<file path="config.mk">
export PLATFORM = sky130hd
export DESIGN_NAME = bus_read_master
export DESIGN_NICKNAME = d
export VERILOG_FILES = /design/src/rtl/bus_read_master.sv
export SDC_FILE = /design/constraint.sdc
export NUM_CORES = 1
export LEC_CHECK = 0
export ABC_AREA = 1
export CAP_MARGIN = 20
export CORE_AREA = 2 2 155 157
export CTS_CLUSTER_DIAMETER = 50
export DETAILED_ROUTE_END_ITERATION = 8
export DIE_AREA = 0 0 157 159
export PLACE_DENSITY = 0.61
export SYNTH_ARGS = -nofsm -noshare
export SYNTH_HDL_FRONTEND = slang
export SYNTH_SLANG_ARGS = --single-unit
</file>
<file path="constraint.sdc">
create_clock -name bus_clk -period 2.6 [get_ports bus_clk]
set_input_delay 0.39 -clock bus_clk [delete_from_list [all_inputs] [get_ports bus_clk]]
set_output_delay 0.39 -clock bus_clk [all_outputs]
set_load 0.05 [all_outputs]
</file>
<file path="src/rtl/bus_read_master.sv">
// bus_read_master
//   Initiator for the single-initiator read bus. Splits a core word-read
//   request (start address, word count) into bursts of at most MAX_BURST
//   beats, issues each burst only when the capture FIFO can hold all of it,
//   and streams the captured words to the core with valid/ready.
//
//   Optional feature, macro RD_MASTER_TIMEOUT_EN: a watchdog aborts a burst
//   that stalls for TIMEOUT_CYC cycles in REQ or DATA and sets the sticky
//   err flag. Without the macro the block waits indefinitely and err is 0.
//
// Ports
//   bus_clk, bus_rst    clock, asynchronous active-high reset
//   req_valid/req_ready core request handshake (ready only in IDLE)
//   req_addr, req_len   start word address, number of words (0 = no-op)
//   busy                high whenever not IDLE
//   ADDR_M, BLEN_M      burst address / beat count, valid while RVALID_M
//   RVALID_M, RREADY_M  bus request handshake
//   RDATA_M, RLAST_M    returned beat and end-of-burst marker
//   out_valid/out_ready show-ahead FIFO output handshake, data on out_data
//   err                 sticky watchdog error
//
// States
//   IDLE  | waiting for a core request
//   CHECK | waiting for FIFO room for the next burst
//   REQ   | RVALID_M held until RREADY_M
//   DATA  | capturing one beat per cycle until RLAST_M or blen beats
module bus_read_master #(
  parameter int ADDR_W      = 12,
  parameter int DATA_W      = 16,
  parameter int LEN_W       = 10,
  parameter int REQ_LEN_W   = 12,
  parameter int MAX_BURST   = 4,
  parameter int FIFO_DEPTH  = 8,
  parameter int TIMEOUT_CYC = 16
) (
  input  logic                 bus_clk,
  input  logic                 bus_rst,
  input  logic                 req_valid,
  output logic                 req_ready,
  input  logic [ADDR_W-1:0]    req_addr,
  input  logic [REQ_LEN_W-1:0] req_len,
  output logic                 busy,
  output logic [ADDR_W-1:0]    ADDR_M,
  output logic [LEN_W-1:0]     BLEN_M,
  output logic                 RVALID_M,
  input  logic                 RREADY_M,
  input  logic [DATA_W-1:0]    RDATA_M,
  input  logic                 RLAST_M,
  output logic                 out_valid,
  output logic [DATA_W-1:0]    out_data,
  input  logic                 out_ready,
  output logic                 err
);

  localparam int PTR_W = $clog2(FIFO_DEPTH);
  localparam int CNT_W = PTR_W + 1;

  generate
    if (MAX_BURST < 1 || MAX_BURST > FIFO_DEPTH || TIMEOUT_CYC < 1) begin : g_bad_cfg
      $error("bus_read_master: illegal MAX_BURST/FIFO_DEPTH/TIMEOUT_CYC");
    end
  endgenerate

  typedef enum logic [1:0] {ST_IDLE, ST_CHECK, ST_REQ, ST_DATA} state_t;

  state_t               state_q, state_d;
  logic [ADDR_W-1:0]    cur_addr_q, cur_addr_d;
  logic [REQ_LEN_W-1:0] remaining_q, remaining_d;
  logic [LEN_W-1:0]     beat_q, beat_d;
  logic [PTR_W-1:0]     wr_ptr_q, wr_ptr_d, rd_ptr_q, rd_ptr_d;
  logic [CNT_W-1:0]     count_q, count_d;
  logic [DATA_W-1:0]    mem_q [FIFO_DEPTH];

  logic [LEN_W-1:0]     blen;
  logic [LEN_W-1:0]     free_slots;
  logic                 push, pop, burst_end;

  // remaining only changes at a burst end, so blen is stable through REQ/DATA
  assign blen = (remaining_q < REQ_LEN_W'(MAX_BURST)) ? LEN_W'(remaining_q)
                                                       : LEN_W'(MAX_BURST);
  // uses the registered count, so a pop this cycle only frees room next cycle
  assign free_slots = LEN_W'(FIFO_DEPTH) - LEN_W'(count_q);
  assign push      = (state_q == ST_DATA);
  assign pop       = out_ready && (count_q != '0);
  assign burst_end = push && (RLAST_M || (beat_q + LEN_W'(1) == blen));

`ifdef RD_MASTER_TIMEOUT_EN
  localparam int TMO_W = $clog2(TIMEOUT_CYC + 1);
  logic [TMO_W-1:0] tmo_q, tmo_d;
  logic             err_q, err_d;
`endif

  always_comb begin
    state_d     = state_q;
    cur_addr_d  = cur_addr_q;
    remaining_d = remaining_q;
    beat_d      = beat_q;
    unique case (state_q)
      ST_IDLE: begin
        if (req_valid) begin
          cur_addr_d  = req_addr;
          remaining_d = req_len;
          beat_d      = '0;
          if (req_len != '0) state_d = ST_CHECK;
        end
      end
      ST_CHECK: begin
        if (free_slots >= blen) state_d = ST_REQ;
      end
      ST_REQ: begin
        if (RREADY_M) begin
          state_d = ST_DATA;
          beat_d  = '0;
        end
      end
      ST_DATA: begin
        beat_d = beat_q + LEN_W'(1);
        if (burst_end) begin
          cur_addr_d  = cur_addr_q + ADDR_W'(blen);
          remaining_d = remaining_q - REQ_LEN_W'(blen);
          beat_d      = '0;
          state_d     = (remaining_q == REQ_LEN_W'(blen)) ? ST_IDLE : ST_CHECK;
        end
      end
      default: state_d = ST_IDLE;
    endcase

`ifdef RD_MASTER_TIMEOUT_EN
    err_d = err_q;
    tmo_d = tmo_q;
    if (state_q == ST_IDLE && req_valid) err_d = 1'b0;
    // Down-counter reloads on every state change; reaching zero while still
    // stuck in REQ/DATA aborts the request. FIFO contents stay deliverable.
    if ((state_q == ST_REQ || state_q == ST_DATA) && state_d == state_q) begin
      if (tmo_q == '0) begin
        state_d     = ST_IDLE;
        remaining_d = '0;
        beat_d      = '0;
        err_d       = 1'b1;
      end else begin
        tmo_d = tmo_q - TMO_W'(1);
      end
    end else begin
      tmo_d = TMO_W'(TIMEOUT_CYC - 1);
    end
`endif
  end

  always_comb begin
    wr_ptr_d = wr_ptr_q;
    rd_ptr_d = rd_ptr_q;
    if (push) wr_ptr_d = wr_ptr_q + PTR_W'(1);
    if (pop)  rd_ptr_d = rd_ptr_q + PTR_W'(1);
    count_d = count_q + CNT_W'(push) - CNT_W'(pop);
  end

  always_ff @(posedge bus_clk or posedge bus_rst) begin
    if (bus_rst) begin
      state_q     <= ST_IDLE;
      cur_addr_q  <= '0;
      remaining_q <= '0;
      beat_q      <= '0;
      wr_ptr_q    <= '0;
      rd_ptr_q    <= '0;
      count_q     <= '0;
    end else begin
      state_q     <= state_d;
      cur_addr_q  <= cur_addr_d;
      remaining_q <= remaining_d;
      beat_q      <= beat_d;
      wr_ptr_q    <= wr_ptr_d;
      rd_ptr_q    <= rd_ptr_d;
      count_q     <= count_d;
    end
  end

  // storage needs no reset: count_q gates everything read from it
  always_ff @(posedge bus_clk) begin
    if (push) mem_q[wr_ptr_q] <= RDATA_M;
  end

`ifdef RD_MASTER_TIMEOUT_EN
  always_ff @(posedge bus_clk or posedge bus_rst) begin
    if (bus_rst) begin
      tmo_q <= TMO_W'(TIMEOUT_CYC - 1);
      err_q <= 1'b0;
    end else begin
      tmo_q <= tmo_d;
      err_q <= err_d;
    end
  end
  assign err = err_q;
`else
  assign err = 1'b0;
`endif

  assign req_ready = (state_q == ST_IDLE);
  assign busy      = (state_q != ST_IDLE);
  assign RVALID_M  = (state_q == ST_REQ);
  assign ADDR_M    = RVALID_M ? cur_addr_q : '0;
  assign BLEN_M    = RVALID_M ? blen : '0;
  assign out_valid = (count_q != '0);
  assign out_data  = mem_q[rd_ptr_q];

endmodule

</file>
After elaboration in Yosys (flattened, before gate mapping)
Memory sizes are Yosys's and may differ from the RTL's. Index checks and enable logic that the tools add are counted.

Register bits after elaboration: 46. Bits in writable memories: 128. Input port bits: 46. Output and inout bits: 43. Word-level logic and storage cells: 62. Memories: 1.

Memory list: mem_q (words 8, bits a word 16, read ports 1, clocked after Yosys merged registers in 0, write ports 1, RTL line 72) `logic [DATA_W-1:0] mem_q [FIFO_DEPTH];`.

$add $sub $neg: 8. Magnitude comparators: 2. Equal/unequal tests: 10. Multiplexer cells: 22. Reduce and logical (&&, ||, !) cells: 12.

Operators with widths (number): 12-bit 2-to-1 mux (5); 10-bit 2-to-1 mux (5); 12-bit case mux with 2 select lines (2); 10-bit case mux with 3 select lines (1); 12-bit by 10-bit adder with 12-bit output (1); 12-bit by 10-bit equality test with 1-bit output (1); 12-bit by 3-bit < comparator with 1-bit output (second input constant) (1); 12-bit nonzero test (1); 12-bit by 10-bit subtractor with 12-bit output (1); 10-bit by 1-bit adder with 10-bit output (second input constant) (1); 10-bit equality test (1); 10-bit greater-or-equal comparator (1); 2-bit 2-to-1 mux (5); 2-bit case mux with 4 select lines (1); 3-bit by 1-bit adder with 3-bit output (second input constant) (2); 2-bit by 1-bit != test with 1-bit output (second input constant) (3); 3-bit AND reduction (2); 5-bit AND reduction (1); 4-bit by 4-bit subtractor with 5-bit output (first input constant) (1); 4-bit by 1-bit adder with 4-bit output (1); 2-bit equality test (second input constant) (2); 2-bit != test (second input constant) (2); 2-bit nonzero test (2); 4-bit nonzero test (1); other kinds (7) (10).

Logic depth before layout (Yosys ltp)
Gate-level depths: netlist of the first run.

Depth in word-level cells: 7. Mapped depth: 16. Gate-level depth less buffers: 16.

Worst setup path after synthesis of the first run
OpenSTA, ideal clock, no wires.

Kind: reg-to-reg. From: reg state_q[0]. To: reg cur_addr_q[0]. Setup time: 0.066 ns. Arrival: 2.416 ns. Required time: 2.534 ns. Setup slack: 0.118 ns. Stages on the path, launching flop included: 8. Buffers on the path: 1. Period minus slack after synthesis: 2.482 ns. Path through: dfrtp_1 -> inv_1 -> ha_1 -> inv_1 -> a21oi_1 -> clkbuf_1 -> nand3_1 -> nand2_1.

Elaborated cells on any way between the ends: 8. Those cells by class: eq/ne: 3; mux: 1; reduce/logical: 4.

RTL lines: from (decl) (RTL line 66) `state_t state_q, state_d;`; from (signal assigned) (RTL line 167) `state_q <= state_d;`; 2-bit zero test *; net req_ready (RTL line 39) `output logic req_ready,`; 2-bit != test (no source line) or 2-bit nonzero test (tied branches); 3-bit AND reduction (no source line); to (signal assigned) (RTL line 168) `cur_addr_q <= cur_addr_d;`; to (decl) (RTL line 67) `logic [ADDR_W-1:0] cur_addr_q, cur_addr_d;`.

Mark *: on every way through the listed nets, which the timed path passes. The rest lies on a longest branch. A chain may end at the register's enable or synchronous reset.

Worst setup path after layout of the first run
From: reg count_q[1]. To: out out_valid.

Longest elaborated chain between the ends: 1.

RTL lines: from (decl) (RTL line 71) `logic [CNT_W-1:0] count_q, count_d;`; from (signal assigned) (RTL line 173) `count_q <= count_d;`; 4-bit nonzero test (RTL line 202) `assign out_valid = (count_q != '0);`; to (decl) (RTL line 49) `output logic out_valid,`.

Every way passes these cells.

==> impl_metrics.csv, run 1 <==
group,metric,value,unit
outcome,status,"finished, final reports clean",
logic_synthesis,synth_edf_count,128,
sta,maxSlewViolCount,0,
detailed_routing,routedWlPerCell,14.6,µm
worst_setup_path,worstSetupPathType,"reg -> out",
sta,setup_ws,0.128,ns
grt,grt.total_usage,16.9,%
worst_setup_path,crit_required,2.21,ns
sta,hold_ws,0.308,ns
sta,max_freq,405,MHz
sta,worst_pin_slew,0.746,ns
placement,dpl_worst_slack,0.0772,ns
logic_synthesis,synth_cell_types,36,
floorplanning,die_area,25000,µm²
pwr,powerDensity,1230,nW/µm²
sta,relSlewSlack,50.3,%
logic_synthesis,yosys.area.top_type,"edfxtp_1",
floorplanning,core,23200,µm²
layout,nFillCells,2178,
sta,setup_viol,0,
worst_setup_path,cp-start-kind,"register",
logic_synthesis,async_reset_ff_share,26.4,%
grt,antenna_found_initial,0,
sta,post-route-period-util,95.1,%
logic_synthesis,yosys_warnings,0,
worst_setup_path,critical_path_arrival,2.08,ns
pwr,p_comb_share,53.3,%
worst_setup_path,worst-path-max-fanout,3,
sta,fin_skew,0.0124,ns
floorplanning,start_util,38.4,%
detailed_routing,drt_iter0_drc,426,
sta,layout_min_cycle_time,2.47,ns
grt,grt_pass1_wl,33700,µm
detailed_routing,drc,0,
pwr,intPower,7.46,mW
clock_network,cts_tree,"done",
pwr,p_switching,6.12,mW
detailed_routing,ant_nets,0,
detailed_routing,first_pass_iters,4,
layout,layout-drive-gt1-share,11.4,%
layout,fin_cells,1410,
pwr,ir_drop,0.536,mV
layout,nNetsFinal,1163,
clock_network,clkTransAtPathRegs,0.07,ns
floorplanning,rows,56,
logic_synthesis,synth_cells,968,
logic_synthesis,ys_ff_latch,174,
placement,io_buffer_count,80,
clock_network,cts_buffer_depth,2,
clock_network,htree_num_levels,4,
layout,n_antenna_cell,0,
placement,dp_hpwl,13800,µm
grt,grt_overflow,0,
detailed_routing,viasPerCell,4.95,
clock_network,cts_made_buffers,17,
flow_run,maxCapViolations,0,
worst_setup_path,crit_path_end_kind,"output pin",
pwr,p_leak,4.66,nW
clock_network,clk_latency,0.43,ns
layout,syn_to_final_growth,24.4,%
sta,hold_viol,0,
layout,utilization,47.8,%
floorplanning,io_pins,89,
clock_network,cts_root_buf,"clkbuf_16",
hold_path,worstHoldPathType,"in -> async",
placement,place.gp.congestion,0.865,
logic_synthesis,synth_flop_cell,"edfxtp_1",
floorplanning,die_w,157,µm
clock_network,cts.sinks,174,
floorplanning,die_y,159,µm
grt,grt_max_degree,46,
sta,setup_tns,0,ns
placement,dp_cells,1376,
detailed_routing,routed_wl,20500,µm
logic_synthesis,syn_avg_cell_area,9.21,µm²
pwr,clock_power_share,18.6,%
pwr,switching_share,45.1,%
logic_synthesis,synth_area,8910,µm²
logic_synthesis,synth_top_area_share,43.1,%
logic_synthesis,yosysSeqAreaShare,56.1,%
pwr,seqPwrFrac,28.0,%
clock_network,cts_hold_buf,0,
grt,grt_pass1_vias,6773,
logic_synthesis,synthTopCellsByArea,"edfxtp_1, dfrtp_1, nand2_1, nor2_1, o21ai_0",
detailed_routing,routed-via-count,6983,
-- per-stage QoR --
step	area [µm²]	power, mW
finish	11100	13.6
global route	11100	14.6
CTS	11000	13.6
detailed placement	10400	11.1
global placement	10400	11.0
floorplan	8990	8.49
-- cell usage in the layout, fill, tap and decap left out, drive strengths merged, types with 20 or more instances in the layout --
master         netlist  routed
nand3               70      70
dfrtp               46      46
ha                  37      37
o21ai               94      94
edfxtp             128     128
conb                 2      23
a31oi               20      20
nand2              196     196
inv                 77      82
buf                 15      68
o22ai               22      22
clkdlybuf4s50        0      47
nor2               166     166
-- power groups by stage --
stage / logic, mW / registers, mW / clock network, mW
floorplan: 4.72 / 3.77 / 0
global placement: 7.16 / 3.84 / 0
detailed placement: 7.21 / 3.85 / 0
CTS: 7.23 / 3.79 / 2.59
global route: 8.02 / 3.87 / 2.71
finish: 7.24 / 3.81 / 2.53
-- flip-flops by register name, indices dropped and copies added (netlist names) --
| register | flops |
|---|---|
| state_q | 2 |
| mem_q | 128 |
| remaining_q | 12 |
| cur_addr_q | 12 |
| wr_ptr_q | 3 |
| rd_ptr_q | 3 |
| count_q | 4 |
| beat_q | 10 |
-- cell families after synthesis --
kind of cell | share of synthesized area, %
simple gates | 21.2
buf+inv | 5.86
compound gates | 9.95
other cells | 0.0843
flops | 56.1
xor+xnor | 1.18
fa+ha+maj | 5.64
-- worst paths after layout --
check | startpoint | endpoint | slack [ns] | depth (start not counted)
worst max-delay path | count_q[1] | out_valid | 0.13 | 4
worst min-delay path | bus_rst | cur_addr_q[6] | 0.31 | 2
worst max register to register | remaining_q[5] | cur_addr_q[5] | 0.23 | 16
worst min register to register | remaining_q[11] | remaining_q[11] | 0.52 | 2
max in group asynchronous | bus_rst | rd_ptr_q[0] | 1.74 | 3
min in group bus_clk | remaining_q[11] | remaining_q[11] | 0.52 | 2
-- layout make-up --
type / instances / area (µm²) / share of cell area, %
flip-flops and latches: 174 / 5000 / 45.1
repair buffers: 116 / 1270 / 11.4
multi-input cells: 691 / 3510 / 31.7
well taps: 319 / 399 / 3.60
inverters: 78 / 293 / 2.64
clock buffers: 17 / 425 / 3.84
clock inverters: 15 / 186 / 1.68
-- synth_stat cells, types with 8 or more instances --
master / n
edfxtp_1: 128
nand3_1: 68
nand4_1: 8
inv_1: 77
nor3_1: 8
o21ai_0: 94
xor2_1: 10
buf_4: 11
ha_1: 37
nor2_1: 164
a31oi_1: 20
nand2_1: 194
dfrtp_1: 46
a21oi_1: 17
o22ai_1: 22
clkbuf_1: 31
-- layer usage --
metal | global-route usage (%) | part of all wire (%) | vias to the layer above | routed length (µm)
met5 | 0 | 0 | - | 0
met4 | 4.67 | 1.3 | 0 | 277
met3 | 3.02 | 3.6 | 20 | 730
met2 | 28.5 | 49 | 121 | 10000
met1 | 22.4 | 46 | 3356 | 9510
li1 | - | - | 3486 | -
-- critical path, stage by stage (launching register included) --
cell,delay (ns)
dfrtp_1,0.41
inv_1,0.10
ha_1,0.24
nand2_1,0.09
clkdlybuf4s50_1,0.81
-- repair_timing --
item	4_1_cts	5_1_grt
resized for setup	0	14
endpoints found under the hold margin	0	0
buffers inserted	0	2
setup endpoints to repair	0	26
Power figures use the tool's default switching activity.
==> run 2: changes to the inputs <==
- GPL_TIMING_DRIVEN: unset -> 0
==> run 2 against run 1 <==
Combinational power decreased by 5.4%. Critical path depth rose by 5. Wire length grew 8.5%. Non-clock buffer count increased by 23. Clock skew grew 0.0059 ns. Flip-flop and latch count unchanged.
==> impl_metrics.csv, run 2 (synthesis results as in run 1) <==
group,metric,value,unit
grt,grt_max_degree,27,
pwr,clock_power_share,18.8,%
layout,nNetsFinal,1186,
clock_network,cts_made_buffers,17,
placement,place.gp.congestion,0.870,
placement,io_buffer_count,80,
sta,setup_viol,0,
floorplanning,die_y,159,µm
sta,fin_skew,0.0183,ns
worst_setup_path,worstSetupPathType,"reg -> reg",
worst_setup_path,cp-start-kind,"register",
layout,layout_commonest_cell,"nand2_1",
pwr,p_switching,6.25,mW
detailed_routing,routed-via-count,7003,
sta,rsz0062_at_grt,"yes",
floorplanning,rows,56,
detailed_routing,ant_nets,0,
worst_setup_path,slowest_delay,0.44,ns
clock_network,cts_tree,"done",
layout,largest_reg_flops,128,
worst_setup_path,worst-path-max-fanout,10,
floorplanning,die_area,25000,µm²
clock_network,cts_buffer_depth,2,
detailed_routing,first_pass_iters,4,
worst_setup_path,cp_cell_sequence,"ha_2 -> clkinv_2 -> clkbuf_2 -> ha_1 -> inv_1 -> ha_1 -> inv_1 -> fa_1 -> xor2_1",
grt,grt.total_usage,18.5,%
worst_setup_path,r2r-end,"count_q[2]",
detailed_routing,drc,0,
layout,layout-drive-gt1-share,13.2,%
worst_setup_path,cp_top_family,"adder cells",
worst_setup_path,path_buf_inv,4,
placement,dp_cells,1395,
grt,grt_overflow,0,
floorplanning,core,23200,µm²
outcome,status,"finished, final reports clean",
layout,fin_cells,1433,
flow_run,maxCapViolations,0,
pwr,ir_drop,0.612,mV
pwr,powerDensity,1190,nW/µm²
detailed_routing,routedWlPerCell,15.6,µm
floorplanning,io_pins,89,
sta,layout_min_cycle_time,2.54,ns
sta,relSlewSlack,52.8,%
clock_network,cts.sinks,174,
pwr,p_comb_share,52.1,%
layout,final_cell_mix,"nand2_1, nor2_1, edfxtp_1",
sta,hold_viol,0,
pwr,seqPwrFrac,29.1,%
clock_network,cts_root_buf,"clkbuf_16",
detailed_routing,routed_wl,22300,µm
sta,max_freq,393,MHz
sta,worst_pin_slew,0.701,ns
worst_setup_path,crit_required,2.91,ns
grt,antenna_found_initial,0,
worst_setup_path,regToRegSetupSlack,0.06,ns
worst_setup_path,worstReg2RegStart,"state_q[0]",
clock_network,clk_latency,0.43,ns
worst_setup_path,critical_path_arrival,2.85,ns
sta,maxSlewViolCount,0,
floorplanning,die_w,157,µm
pwr,switching_share,47.5,%
clock_network,clkTransAtPathRegs,0.08,ns
sta,post-route-period-util,97.8,%
floorplanning,start_util,38.4,%
detailed_routing,viasPerCell,4.89,
pwr,p_leak,4.64,nW
layout,n_antenna_cell,0,
clock_network,htree_num_levels,4,
detailed_routing,drt_iter0_drc,434,
grt,grt_pass1_wl,35700,µm
pwr,intPower,6.90,mW
worst_setup_path,crit_path_end_kind,"register",
hold_path,worstHoldPathType,"in -> async",
layout,fin_area,11000,µm²
layout,reg.largest.list,"mem_q: 128 flops, cur_addr_q: 12 flops, remaining_q: 12 flops",
placement,dp_hpwl,15700,µm
layout,regMostFlops,"mem_q",
worst_setup_path,slowest_stage,"dfrtp_1",
placement,placed_area,10300,µm²
worst_setup_path,worstRegToRegCells,9,
layout,syn_to_final_growth,23.6,%
grt,grt_pass1_vias,6879,
==> run 2: metrics by stage <==
stage                     setup TNS [ns]  hold WS (ns)  util, %  worst slack [ns]  power [mW]
after global placement            -88.21         0.486     43.9            -0.741        10.5
final                                  0         0.295     47.5            0.0563        13.2
after CTS                              0         0.298     47.1          0.000233        13.0
after detailed placement          -17.14         0.485     44.5            -0.652        10.6
after floorplan                        0         0.458        -             0.118        8.49
after global routing             -0.0818         0.341     47.5           -0.0346        14.1
==> run 2: timing repair <==
| item | CTS | global route |
|---|---|---|
| hold endpoints to repair | 0 | 0 |
| setup endpoints to repair | 114 | 91 |
| pin swaps | 1 | 2 |
| hold buffers | 0 | 0 |
| gates resized for setup | 164 | 62 |
| buffers inserted | 2 | 4 |
==> run 2: area by class of cell <==
cell class / count / area, µm²
clock buffer: 18 / 429
buffer: 46 / 299
inverter: 78 / 294
sequential: 174 / 5000
tap: 319 / 399
clock inverter: 14 / 146
fill: 2175 / 12200
multi-input combinational: 691 / 3590
timing repair buffer: 93 / 856
==> run 2: power groups by stage <==
stage	logic, mW	clock network (mW)	registers, mW
floorplan	4.72	0	3.77
global placement	6.61	0	3.86
detailed placement	6.76	0	3.86
CTS	6.69	2.51	3.81
global route	7.60	2.62	3.89
finish	6.85	2.47	3.83
==> run 2: worst register-to-register path, delay by kind of cell, from the launching register on <==
family	cells	cell delay, ns
flip-flops	1	0.44
buffers and inverters	4	0.65
adder cells (fa/ha/maj)	4	1.18
XOR/XNOR	1	0.15
==> run 2: how the worst max path moves through the flow <==
stage,startpoint,to,slack (ns),cells past startpoint
6_report,state_q[0],count_q[2],0.06,9
5_1_grt,state_q[0],count_q[2],-0.03,9
4_1_cts,rd_ptr_q[0],out_data[9],0.0002,8
3_5_place_dp,rd_ptr_q[0],out_data[14],-0.65,7
3_3_place_gp,state_q[0],mem_q[0][7],-0.74,4
2_1_floorplan,state_q[0],cur_addr_q[0],0.12,7
==> run 2: metal layers <==
layer  GRT usage (%)  share of wire, %  vias up  wire length [µm]
met2            30.4                48      195             10600
met5               0                 0        -                 0
met1            23.9                44     3235              9820
met4            6.80               2.3        0               521
li1                -                 -     3534                 -
met3            4.08               6.1       39              1350
==> RTL edit 1: new RTL, config.mk and constraints of run 2 <==
`FIFO_DEPTH`: 8 -> 4.
--- a/src/rtl/bus_read_master.sv
+++ b/src/rtl/bus_read_master.sv
@@ -30,7 +30,7 @@
   parameter int LEN_W       = 10,
   parameter int REQ_LEN_W   = 12,
   parameter int MAX_BURST   = 4,
-  parameter int FIFO_DEPTH  = 8,
+  parameter int FIFO_DEPTH  = 4,
   parameter int TIMEOUT_CYC = 16
 ) (
   input  logic                 bus_clk,
Formal check against the unedited RTL: not equivalent (a bounded check fails within 10 cycles, from zero or initial values and one cycle with bus_rst high).
==> RTL edit 1 against run 2 <==
Maximum frequency grew 1.9%; sequential power shrank 32%; sequential cell count shrank 67; wire length shrank 29%; cell area shrank 28%; setup slack gained 0.046 ns; non-clock buffer count shrank 27; combinational power shrank 24%; register-to-register slack gained 0.17 ns; first-iteration DRC count shrank 41%; global-route usage shrank 5.6 points; power shrank 30%; synthesized cell count shrank 24%; synthesized area shrank 30%; largest cell class unchanged; largest power group unchanged; highest routed layer unchanged.
==> RTL edit 1: results (changes against run 2) <==
----------------------------------------------------
[Clocking]
  Cts repair resizes ... 84 (was 164)
  TritonCTS Buffers ... 9 (was 17)
  CTS H-tree depth ... 3 (was 4)

[Synth]
  Share of synthesized area occupied by flip-flops and latches ... 0.482 (was 0.561)
  Dominant cells by area after synthesis ... edfxtp_1, dfrtp_1, nand2_1 (unchanged)
  Number of enable-type register cells in the synthesized netlist ... 64 (was 128)
  Count of different cell masters after synthesis ... 39 (was 36)
  Post-synth ARST share ... 0.402 (was 0.264)

[Finish]
  Total number of nets in the final design ... 935 (was 1186)
  Registers with the most flip-flops ... mem_q: 64 flops, cur_addr_q: 12 flops, remaining_q: 12 flops (was mem_q: 128 flops, cur_addr_q: 12 flops, remaining_q: 12 flops)
  Fill count ... 2414 (was 2175)

[Placed design]
  Final Wtd Congestion ... 0.851 (was 0.870)
  Post-detail-place hpwl ... 11500 microns (was 15700 microns)
  Total placed cells including tap cells ... 1157 (was 1395)
  Pre-CTS setup slack ... -0.481 ns (was -0.652 ns)

[Setup path]
  Reg2Reg Depth ... 16 (was 9)
  R2R Setup Slk ... 0.23 ns (was 0.06 ns)

[Drt]
  Number of DRC markers in iteration 0 ... 254 (was 434)
  WL/cell ... 13.4 microns (was 15.6 microns)

[Power]
  Max VDD drop ... 0.835 mV (was 0.612 mV)
  Leakage power summed over all cells ... 3.52 nW (was 4.64 nW)
  Clk. pwr ... 1.43 mW (was 2.47 mW)
  Internal Dissipation ... 4.58 mW (was 6.90 mW)

[Global routing]
  Total track usage ... 0.128 (was 0.185)

[Outcome]
  Run status ... finished, final reports clean (unchanged)

[STA]
  Actual transition at the worst max-transition pin ... 0.738 ns (was 0.701 ns)

----------------------------------------------------
==> RTL edit 1: cell types whose count changed in the layout (fill, tap and decap cells not counted), sizes merged, moves of 4 or more <==
cell | run 2 | this run
a31oi | 20 | 7
clkbuf | 54 | 27
buf | 48 | 21
nand2 | 196 | 216
clkdlybuf4s15 | 3 | 22
inv | 84 | 78
nor2 | 166 | 82
o21ai | 94 | 61
nand3 | 70 | 40
nor3 | 8 | 4
edfxtp | 128 | 64
==> RTL edit 1: logic make-up (layout without fill, tap and decap cells) <==
kind of cell / count (synthesis) / count (layout) / synth area share
other: 2 / 23 / 0.00121
and+or+nand+nor: 363 / 363 / 0.250
xor gates and xnor gates: 10 / 10 / 0.0141
DFF: 107 / 107 / 0.482
AOI/OAI and AO/OA: 111 / 111 / 0.0999
buffers and inverters: 105 / 204 / 0.0733
adders and majority gates: 38 / 38 / 0.0789
==> RTL edit 1: routing by layer <==
layer / GRT usage / vias up / part of all wire / wire [microns]
met4: 0.0309 / 0 / 0.011 / 167
met2: 0.214 / 101 / 0.48 / 7510
met5: 0 / - / 0 / 0
met3: 0.0253 / 12 / 0.043 / 685
met1: 0.171 / 2405 / 0.47 / 7390
li1: - / 2646 / - / -
==> RTL edit 1: final cells by class <==
| class | instances | area (sq um) | share of cell area |
|---|---|---|---|
| flip-flops and latches | 107 | 3000 | 0.380 |
| multi-input cells | 545 | 2880 | 0.365 |
| repair buffers | 84 | 835 | 0.106 |
| well taps | 319 | 399 | 0.0506 |
| inverters | 76 | 289 | 0.0366 |
| clock buffers | 9 | 225 | 0.0285 |
| plain buffers | 28 | 181 | 0.0230 |
| clock inverters | 7 | 88.8 | 0.0113 |
==> RTL edit 2: new RTL, config.mk and constraints of run 2 <==
Made on the original files. Encoding of `state_t`: now one-hot (4 bits for 4 states).
--- a/src/rtl/bus_read_master.sv
+++ b/src/rtl/bus_read_master.sv
@@ -61,7 +61,7 @@
     end
   endgenerate
 
-  typedef enum logic [1:0] {ST_IDLE, ST_CHECK, ST_REQ, ST_DATA} state_t;
+  typedef enum logic [3:0] {ST_IDLE = 4'b0001, ST_CHECK = 4'b0010, ST_REQ = 4'b0100, ST_DATA = 4'b1000} state_t;
 
   state_t               state_q, state_d;
   logic [ADDR_W-1:0]    cur_addr_q, cur_addr_d;
Behaviour: same outputs for any inputs over 10 cycles, from zero or initial values and one cycle with bus_rst high; not proved beyond that.
==> RTL edit 2 against run 2 <==
First-iteration DRC count up 3.2%; power down 5.7%; non-clock buffer count is 3 higher; largest power group unchanged; synthesized area rose by 0.32%; clock power rose by 8.9%; setup slack improved by 0.031 ns; maximum frequency grew 1.2%; die area stayed put; sequential cell count rose by 2; cell area grew 2.5%; utilization up 1.2 points; wire length rose by 0.30%; sequential power is 4% lower.
==> RTL edit 2: results (changes against run 2) <==
----------------------------------------------------
[Outcome]
  Run status ... finished, final reports clean (unchanged)

[Finish]
  Share of layout cells above drive strength 1 ... 0.155 (was 0.132)
  Non-clock inverter instance count of the final layout ... 81 (was 78)
  Area fraction of clock buffers and clock inverters ... 0.0570 (was 0.0523)
  Fill count ... 2188 (was 2175)
  Multi-input logic cell count ... 687 (was 691)
  Non-clock buffering overhead ... 0.113 (was 0.105)
  Multi-input logic area ... 3610 sq um (was 3590 sq um)
  Non-clock buffer count in the final layout ... 142 (was 139)
  Total number of nets in the final design ... 1185 (was 1186)

[Placed design]
  Placement Cell Area ... 10400 sq um (was 10300 sq um)
  Post-detail-place hpwl ... 15700 microns (about the same)
  Pre-CTS setup slack ... -0.618 ns (was -0.652 ns)

[Setup path]
  R2R Setup Slk ... 0.09 ns (was 0.06 ns)
  R2R Path End ... mem_q[7][13] (was count_q[2])
  Reg2Reg Depth ... 7 (was 9)
  Worst path slowest cell ... buf_1 (was dfrtp_1)
  Worst EP arrival ... 2.12 ns (was 2.85 ns)
  Startpoint of the lowest-slack register-to-register path ... state_q[1] (was state_q[0])

[Power]
  Leakage power summed over all cells ... 4.64 nW (about the same)
  Internal Dissipation ... 6.65 mW (was 6.90 mW)
  Power dissipated in combinational cells ... 6.03 mW (was 6.85 mW)

[Drt]
  Final wirelength ... 22400 microns (was 22300 microns)
  Via count ... 7105 (was 7003)
  Number of DRC markers in iteration 0 ... 448 (was 434)

[Synth]
  Parity-gate share of the synthesized area counting xor and xnor cells ... 0.0108 (was 0.0118)
  Adder-cell share of the synthesized area ... 0.0493 (was 0.0564)
  Post-synth ARST share ... 0.273 (was 0.264)
  Count of different cell masters after synthesis ... 43 (was 36)
  Synth top cells by count ... nand2_1, nor2_1, edfxtp_1 (unchanged)

[Clocking]
  Number of buffers inserted by post-CTS setup repair ... 6 (was 2)

----------------------------------------------------
[RTL edit 2: per-stage QoR]
step | total power [mW] | std cells | util
after detailed placement | 9.56 | 1396 | 0.448
after CTS | 12.2 | 1434 | 0.480
after global routing | 13.3 | 1437 | 0.487
final | 12.4 | 1437 | 0.487
after floorplan | 7.76 | 989 | -
after global placement | 9.47 | 1388 | 0.441
[RTL edit 2: how the worst max path moves through the flow]
stage | end | slack (ns) | from
floorplan | cur_addr_q[11] | 0.04 | state_q[0]
global placement | mem_q[3][7] | -0.91 | state_q[1]
detailed placement | out_data[13] | -0.62 | rd_ptr_q[0]
CTS | out_data[14] | -0.02 | rd_ptr_q[0]
global route | mem_q[7][2] | -0.009 | state_q[1]
finish | out_data[10] | 0.09 | rd_ptr_q[2]
[RTL edit 2: layer usage]
layer,wire (microns),GRT usage,up-vias
met1,9560,0.233,3355
li1,-,-,3531
met2,11300,0.322,195
met3,1180,0.0313,24
met5,0,0,-
met4,363,0.0592,0
